[config.mk]
export PLATFORM = sky130hd
export DESIGN_NAME = thresholding_cfg_loader
export DESIGN_NICKNAME = d
export VERILOG_FILES = /design/src/rtl/thresholding_pkg.sv /design/src/rtl/thresholding_cfg_loader.sv
export SDC_FILE = /design/constraint.sdc
export NUM_CORES = 1
export LEC_CHECK = 0
export ABC_CLOCK_PERIOD_IN_PS = 3250
export CAP_MARGIN = 20
export CORE_AREA = 2 2 57 59
export DETAILED_ROUTE_END_ITERATION = 7
export DIE_AREA = 0 0 59 61
export GPL_ROUTABILITY_DRIVEN = 0
export PLACE_DENSITY = 0.83
export SYNTH_ARGS = -nofsm -noshare
export SYNTH_HDL_FRONTEND = slang
export SYNTH_SLANG_ARGS = --single-unit
[constraint.sdc]
create_clock -name clk -period 3.25 [get_ports clk]
set_input_delay 0.65 -clock clk [delete_from_list [all_inputs] [get_ports clk]]
set_output_delay 0.65 -clock clk [all_outputs]
set_load 0.02 [all_outputs]
[src/rtl/thresholding_pkg.sv]
// Shared types for the thresholding configuration loader.
//   state_t    : loader FSM states
//   RESP_OKAY  : AXI-Lite OKAY response code
package thresholding_pkg;

    typedef enum logic [2:0] {
        IDLE  = 3'd0,
        FETCH = 3'd1,
        WRITE = 3'd2,
        RESP  = 3'd3,
        DONE  = 3'd4
    } state_t;

    localparam logic [1:0] RESP_OKAY = 2'b00;

endpackage

[src/rtl/thresholding_cfg_loader.sv]
// Threshold configuration loader.
// Pulls threshold words (channel-major) from an AXI-Stream source and writes
// each one, as a single-beat AXI-Lite write, into the thresholding adapter's
// register space. One load covers C channels x (2^N-1) thresholds.
//
// Ports:
//   clk, rst            clock, synchronous active-high reset
//   start               one-cycle pulse, begins a load when idle
//   busy, done, err     status: load running / end pulse / sticky BRESP error
//   s_axis_*            threshold stream (tdata[M-1:0] used)
//   m_axilite_AW*/W*/B* AXI-Lite write channel towards the adapter
//
// state | meaning
// ------+--------------------------------------------------------------
// IDLE  | waiting for start
// FETCH | tready high, waiting for the next threshold word
// WRITE | AWVALID/WVALID up, each dropped after its own handshake
// RESP  | BREADY high, waiting for the write response
// DONE  | one-cycle done pulse, back to IDLE
module thresholding_cfg_loader
    import thresholding_pkg::*;
#(
    parameter  int N      = 4,
    parameter  int M      = 8,
    parameter  int C      = 1,
    localparam int C_BITS = (C < 2) ? 1 : $clog2(C),
    localparam int A_BITS = $clog2(C) + N,
    localparam int TD_W   = ((M + 7) / 8) * 8
) (
    input  logic              clk,
    input  logic              rst,
    input  logic              start,
    output logic              busy,
    output logic              done,
    output logic              err,
    input  logic              s_axis_tvalid,
    output logic              s_axis_tready,
    input  logic [TD_W-1:0]   s_axis_tdata,
    output logic              m_axilite_AWVALID,
    input  logic              m_axilite_AWREADY,
    output logic [A_BITS-1:0] m_axilite_AWADDR,
    output logic              m_axilite_WVALID,
    input  logic              m_axilite_WREADY,
    output logic [31:0]       m_axilite_WDATA,
    output logic [3:0]        m_axilite_WSTRB,
    input  logic              m_axilite_BVALID,
    output logic              m_axilite_BREADY,
    input  logic [1:0]        m_axilite_BRESP
);

    localparam logic [N-1:0]      IDX_LAST = N'((1 << N) - 2);
    localparam logic [C_BITS-1:0] CNL_LAST = C_BITS'(C - 1);

    state_t            state;
    logic [N-1:0]      idx;
    logic [C_BITS-1:0] cnl;
    logic [M-1:0]      thr;

    logic aw_fin;
    logic w_fin;
    logic last;

    // A channel counts as finished once its VALID is already down or it is
    // completing its handshake this cycle, so same-cycle completion works.
    assign aw_fin = !m_axilite_AWVALID || m_axilite_AWREADY;
    assign w_fin  = !m_axilite_WVALID  || m_axilite_WREADY;
    assign last   = (idx == IDX_LAST) && (cnl == CNL_LAST);

    // Address and data come straight from registers that only change outside
    // WRITE, so they are stable while their VALID is high.
    generate
        if (C < 2) begin : g_addr_single
            assign m_axilite_AWADDR = idx;
        end else begin : g_addr_multi
            assign m_axilite_AWADDR = {cnl, idx};
        end
    endgenerate

    assign m_axilite_WDATA = 32'(thr);
    assign m_axilite_WSTRB = 4'hF;

    always_ff @(posedge clk) begin
        if (rst) begin
            state             <= IDLE;
            busy              <= 1'b0;
            done              <= 1'b0;
            err               <= 1'b0;
            s_axis_tready     <= 1'b0;
            m_axilite_AWVALID <= 1'b0;
            m_axilite_WVALID  <= 1'b0;
            m_axilite_BREADY  <= 1'b0;
            idx               <= '0;
            cnl               <= '0;
            thr               <= '0;
        end else begin
            done <= 1'b0;
            case (state)
                IDLE: begin
                    if (start) begin
                        state         <= FETCH;
                        busy          <= 1'b1;
                        err           <= 1'b0;
                        idx           <= '0;
                        cnl           <= '0;
                        s_axis_tready <= 1'b1;
                    end
                end

                FETCH: begin
                    if (s_axis_tvalid) begin
                        thr               <= s_axis_tdata[M-1:0];
                        s_axis_tready     <= 1'b0;
                        m_axilite_AWVALID <= 1'b1;
                        m_axilite_WVALID  <= 1'b1;
                        state             <= WRITE;
                    end
                end

                WRITE: begin
                    if (m_axilite_AWVALID && m_axilite_AWREADY) begin
                        m_axilite_AWVALID <= 1'b0;
                    end
                    if (m_axilite_WVALID && m_axilite_WREADY) begin
                        m_axilite_WVALID <= 1'b0;
                    end
                    if (aw_fin && w_fin) begin
                        m_axilite_BREADY <= 1'b1;
                        state            <= RESP;
                    end
                end

                RESP: begin
                    if (m_axilite_BVALID) begin
                        m_axilite_BREADY <= 1'b0;
                        if (m_axilite_BRESP != RESP_OKAY) begin
                            err <= 1'b1;
                        end
                        if (last) begin
                            idx   <= '0;
                            cnl   <= '0;
                            busy  <= 1'b0;
                            done  <= 1'b1;
                            state <= DONE;
                        end else begin
                            if (idx == IDX_LAST) begin
                                idx <= '0;
                                cnl <= cnl + 1'b1;
                            end else begin
                                idx <= idx + 1'b1;
                            end
                            s_axis_tready <= 1'b1;
                            state         <= FETCH;
                        end
                    end
                end

                DONE: begin
                    // start is deliberately not looked at here; a new load
                    // needs a fresh pulse once back in IDLE.
                    state <= IDLE;
                end

                default: begin
                    state <= IDLE;
                end
            endcase
        end
    end

endmodule

==> results.md, run 1 <==
* Outcome: finished, final reports clean
* R2r endpoint: m_axilite_AWADDR[1]
* Post-CTS Setup Inserts at 0
* Final Util at 50.5%
* CTS buffer count at 3
* Hold depth at 2
* Crit path max-delay family: buffers and inverters
* Global route overflow at 0
* RSZ-0062 raised after global routing: false
* Post-Synthesis Cell Area at 1220 µm²
* Final Hold Viols at 0
* Part of the Yosys area used for sequential elements at 37.9%
* Antenna violations before repair at 0
* Slowest cell on crit path: clkdlybuf4s50_1
* Vias in the first global route at 855
* First-pass GRT wire length at 3590 µm
* Clock skew at 3.88 ps
* CTS Hold Buffers Added at 0
* R2R Path Start: m_axilite_AWADDR[0]
* HP Class: reg -> reg
* HPWL Detailed at 1760 µm
* Post_cts resized at 0
* Die Wd at 59 µm
* Die area at 3600 µm²
* Via count at 1,033
* Synthesized netlist cell count at 150
* Bufs and invs on worst path at 1
* Synth top area share at 37.9%
* Fill count at 306
* WP data arrival at 1410 ps
* Number of clock sinks at 23
* IO Pins at 64
* Most common cell after layout, fill and taps aside: clkdlybuf4s50_1
* Layout area overhead at 22.5%
* Most used DFF post-synth: dfxtp_1
* Root buffer cell: clkbuf_4
* Max-Cap Viols at 0
* Htree depth at 1
* DRC Markers at 0
* Power Dens Cells at 447 nW/µm²
* Via/cell ratio at 4.80
* Total wire length at 2340 µm
* Worst-skew pair later-pin latency at 300 ps
* Max-slew violations at 0
* Critical path endpoint category: output port
* Grt met1 use at 16.0%
* Reg clk slew, reported paths at 120 ps
* Crit path largest cell delay at 650 ps
* Layout cells sized above 1 at 4.40%
* DR iter-0 viols at 24
* Area taken by multi-input logic gates at 582 µm²
* DR WL/cell at 10.9 µm
* Yosys warning total at 0
* Grt met2 use at 20.8%
* Met3 GRT Util at 4.48%
* Placement row count at 20
* Pin count of the biggest net entering global routing at 20
* Reg area at 460 µm²
* Layout net count at 202
* Fmax at 486 MHz
* Synth area leaders: dfxtp_1 (38%), buf_4 (17%), a21oi_1 (7.0%), nand2_1 (6.8%), nor2_1 (2.5%)
* Post-synthesis cell type count at 35
* # port buffers at 35
* Die Y at 61 µm
* Worst reg-to-reg setup slack at 1550 ps
* Fin Setup TNS at 0 ps
* CORE AREA at 2950 µm²
* Crit-path max FO at 6
* FF+latch count, synth at 23
* Element type at the critical path start: register
* Hold EP: thr[7]
* HP Start: thr[7]
* Setup violations, final at 0
* Antenna fix cells at 0
* GRT Max-Usage Layer: met2
* Period utilisation layout at 63.3%
* Cell count of the worst reg-to-reg path at 6
* Crit path kind: reg -> out
* CTS Buffer Depth at 2
* Syn Area/Cell at 8.11 µm²
* Static Leak at 0.581 nW
* Starting Density at 41.2%
* CTS tree: built
* Peak supply drop at 0.000153 V
* Most frequent cells in the layout: clkdlybuf4s50_1 (35), conb_1 (28), dfxtp_1 (23)
* Post-synth EDFFs at 0
* GRT Overall Usage at 13.0%
* Final antenna-violating net count at 0
* Final worst path period need at 2060 ps
* Cell taking the most area after synthesis: dfxtp_1
* Max_slew headroom at 65.8%
* CP required at 2600 ps
* Slew @ Worst Pin at 507 ps
* Synth async-reset ratio at 0%
* Crit path cell chain: clkdlybuf4s50_1
* 1st-pass router iterations at 4
-- power by group --
| group | internal (W) | total [W] | switching, W |
|---|---|---|---|
| sequential | 0.000308 | 0.000334 | 0.0000265 |
| clock | 0.0000478 | 0.000127 | 0.0000797 |
| combinational | 0.0000857 | 0.000204 | 0.000119 |
| total | 0.000441 | 0.000666 | 0.000225 |
-- state kept, by name, summed over array words and instances, names as in the netlist --
signal,cells
busy,1
cnl,1
done,1
err,1
m_axilite_AWADDR,4
m_axilite_AWVALID,1
m_axilite_BREADY,1
m_axilite_WVALID,1
s_axis_tready,1
state,3
thr,8
-- metrics by stage --
step | std cells | setup slack, ps | hold slack [ps] | power, W | area (µm²)
after floorplan | 176 | 1580 | 440 | 0.000502 | 1310
after global placement | 211 | 1200 | 441 | 0.000542 | 1460
after detailed placement | 211 | 1170 | 446 | 0.000545 | 1460
after CTS | 215 | 1190 | 463 | 0.000669 | 1490
after global routing | 215 | 1150 | 477 | 0.000703 | 1490
final | 215 | 1190 | 460 | 0.000666 | 1490
-- synth_stat cells, types with 2 or more instances --
master	number
a21oi_1	17
a221oi_1	2
a31oi_1	2
and3_1	2
buf_4	28
buf_6	2
clkbuf_1	3
conb_1	2
dfxtp_1	23
ha_1	2
inv_1	6
nand2_1	22
nand3_1	3
nand4b_1	2
nor2_1	8
nor3_1	5
nor3b_1	2
o21ai_0	2
-- logic make-up after synthesis --
family,share of synthesized area [%]
AND/OR/NAND/NOR,22.0
other,0.618
AO/OA/AOI/OAI,14.3
buffers and inverters,22.3
flip-flops,37.9
adder cells (fa/ha/maj),2.06
multiplexers,0.823
-- cell type report --
type	instances	area share (%)
Multi-Input combinational cell	113	39.0
Sequential cell	23	30.9
Timing Repair Buffer	36	24.0
Tap cell	33	2.77
Clock buffer	4	1.76
Inverter	6	1.51
-- worst max path at each step --
stage                                   start                  end  cells past startpoint
final                     m_axilite_AWADDR[0]  m_axilite_AWADDR[0]                      1
after detailed placement                start  m_axilite_AWADDR[1]                      5
after global placement                  start  m_axilite_AWADDR[1]                      5
after global routing      m_axilite_AWADDR[0]  m_axilite_AWADDR[0]                      1
after CTS                 m_axilite_AWADDR[0]  m_axilite_AWADDR[0]                      1
after floorplan           m_axilite_AWADDR[0]  m_axilite_AWADDR[1]                      6
-- metal layers --
layer  vias up  share of wire, %  wire length (µm)
met3         4               9.1               212
met4         0               1.5                34
met2        53                46              1080
li1        520                 -                 -
met5         -                 0                 0
met1       456                43              1010
(Power assumes the default switching activity.)
==> inputs of run 2 (changes only) <==
Settings changed: ABC_CLOCK_PERIOD_IN_PS 3250 to 2000, CORE_AREA 2 2 57 59 to 2 2 59 61, DIE_AREA 0 0 59 61 to 0 0 61 63, PLACE_DENSITY 0.83 to 0.78.
Clock period 3.25 ns to 2 ns, I/O delays scaled along.
==> results.md, run 2 (synthesized netlist as in run 1, its figures left out) <==
* Inst Count DP at 227 (was 211)
* GRT Max-Usage Layer: met2 (unchanged)
* Fill count at 321 (was 306)
* Bufs and invs on worst path at 1 (unchanged)
* Pin count of the biggest net entering global routing at 18 (was 20)
* Fmax at 549 MHz
* Crit path max-delay family: buffers and inverters (unchanged)
* Most common cell after layout, fill and taps aside: clkdlybuf4s50_1 (unchanged)
* Final Hold Viols at 0 (unchanged)
* Number of clock sinks at 23 (unchanged)
* Crit path cell chain: clkdlybuf4s50_1 (unchanged)
* Slowest cell on crit path: clkdlybuf4s50_1 (unchanged)
* HP Class: reg -> reg (unchanged)
* Total wire length at 2410 µm (was 2340 µm)
* CTS tree: built (unchanged)
* HPWL Detailed at 1850 µm (was 1760 µm)
* Power Dens Cells at 721 nW/µm² (was 447 nW/µm²)
* CTS buffer count at 3 (unchanged)
* Die Wd at 61 µm (was 59 µm)
* HP Start: thr[1] (was thr[7])
* Via/cell ratio at 4.48 (was 4.80)
* Final antenna-violating net count at 0 (unchanged)
* RSZ-0062 raised after global routing: false (unchanged)
* Total power draw at 0.00110 W (was 0.000666 W)
* Grt met1 use at 14.2% (was 16.0%)
* Setup violations, final at 0 (unchanged)
* Reg clk slew, reported paths at 130 ps (was 120 ps)
* Final worst path period need at 1820 ps
* Critical path endpoint category: output port (unchanged)
* Outcome: finished, final reports clean (unchanged)
* Max-slew violations at 0 (unchanged)
* Starting Density at 37.6% (was 41.2%)
* CP required at 1600 ps (was 2600 ps)
* CTS Buffer Depth at 2 (unchanged)
* GRT Overall Usage at 12.9% (was 13.0%)
* Clock skew at 3.17 ps (was 3.88 ps)
* Area taken by multi-input logic gates at 582 µm² (unchanged)
* Placed instance area at 1500 µm² (was 1460 µm²)
* Final Non-Filler Cells at 231 (was 215)
* 1st-pass router iterations at 4 (unchanged)
* Max_slew headroom at 61.1% (was 65.8%)
* WP data arrival at 1420 ps (was 1410 ps)
* Slew @ Worst Pin at 575 ps (was 507 ps)
* Global route overflow at 0 (unchanged)
* Vias in the first global route at 876 (was 855)
* Post_cts resized at 0 (unchanged)
* Element type at the critical path start: register (unchanged)
* Layout cells sized above 1 at 6.49% (was 4.40%)
* Largest register by flop count: thr (unchanged)
* Layout area overhead at 25.8% (was 22.5%)
* Htree depth at 1 (unchanged)
* Grt met2 use at 22.0% (was 20.8%)
* Static Leak at 0.598 nW (was 0.581 nW)
* Root buffer cell: clkbuf_4 (unchanged)
* Reg area at 460 µm² (unchanged)
* Max-Cap Viols at 0 (unchanged)
* Die area at 3840 µm² (was 3600 µm²)
* Via count at 1,036 (was 1,033)
* Most frequent cells in the layout: clkdlybuf4s50_1 (35), conb_1 (28), dfxtp_1 (23) (unchanged)
* R2R Path Start: m_axilite_AWADDR[0] (unchanged)
* IO Pins at 64 (unchanged)
* Antenna violations before repair at 0 (unchanged)
* CORE AREA at 3230 µm² (was 2950 µm²)
* Placement row count at 21 (was 20)
* Layout net count at 205 (was 202)
* Worst-skew pair later-pin latency at 320 ps (was 300 ps)
* Die Y at 63 µm (was 61 µm)
* CP Launch Point: m_axilite_AWADDR[0] (unchanged)
* Met3 GRT Util at 3.73% (was 4.48%)
* Final Cell Area at 1530 µm² (was 1490 µm²)
* Antenna fix cells at 0 (unchanged)
* DRC Markers at 0 (unchanged)
* Fin Setup TNS at 0 ps (unchanged)
* Crit-path max FO at 6 (unchanged)
* Peak supply drop at 0.000195 V (was 0.000153 V)
* First-pass GRT wire length at 3750 µm (was 3590 µm)
* Post-CTS Setup Inserts at 0 (unchanged)
* # port buffers at 35 (unchanged)
* Crit path kind: reg -> out (unchanged)
* Crit path largest cell delay at 650 ps (about the same)
* Largest register FFs at 8 (unchanged)
* DR iter-0 viols at 20 (was 24)
* DR WL/cell at 10.4 µm (was 10.9 µm)
* Final Util at 47.3% (was 50.5%)
* Period utilisation layout at 91.1%
* CTS Hold Buffers Added at 0 (unchanged)
==> run 2: changes by cell type in the layout (fill, tap and decap cells not counted) <==
cell      previous run  this run
buf_4                1         4
clkinv_2             0         1
clkbuf_1             1         0
==> run 2: layer usage <==
layer,share of wire [%],wire length [µm]
met1,41,977
met2,49,1190
met3,7.4,179
met4,2.6,63
met5,0,0
==> run 2: report_power, final <==
group	total [W]	internal (W)	switching [W]
sequential	0.000543	0.000500	0.0000431
clock	0.000220	0.0000749	0.000145
combinational	0.000340	0.000146	0.000195
==> run 2: through the flow <==
stage | setup WS (ps) | hold WS (ps)
floorplan | 333 | 440
global placement | 188 | 442
detailed placement | 165 | 447
CTS | 161 | 465
global route | 112 | 481
finish | 178 | 461
==> run 2: worst paths after layout <==
kind	endpoint	slack, ps	depth (start not counted)
setup reg to reg	m_axilite_AWADDR[1]	360	6
setup / recovery	m_axilite_AWADDR[0]	180	1
hold / removal	thr[1]	460	2
hold reg to reg	thr[1]	460	2
==> run 2: area by class of cell <==
type	instances	share of cell area, %
flip-flops and latches	23	30.1
inverters	6	1.47
well taps	46	3.76
clock buffers	3	1.47
clock inverters	1	0.327
repair buffers	39	24.9
multi-input cells	113	38.0
==> run 2: worst min-delay path: stages, from the launching register on <==
cell and delay (ps):
dfxtp_1 330, nand2_1 50, a21oi_1 50
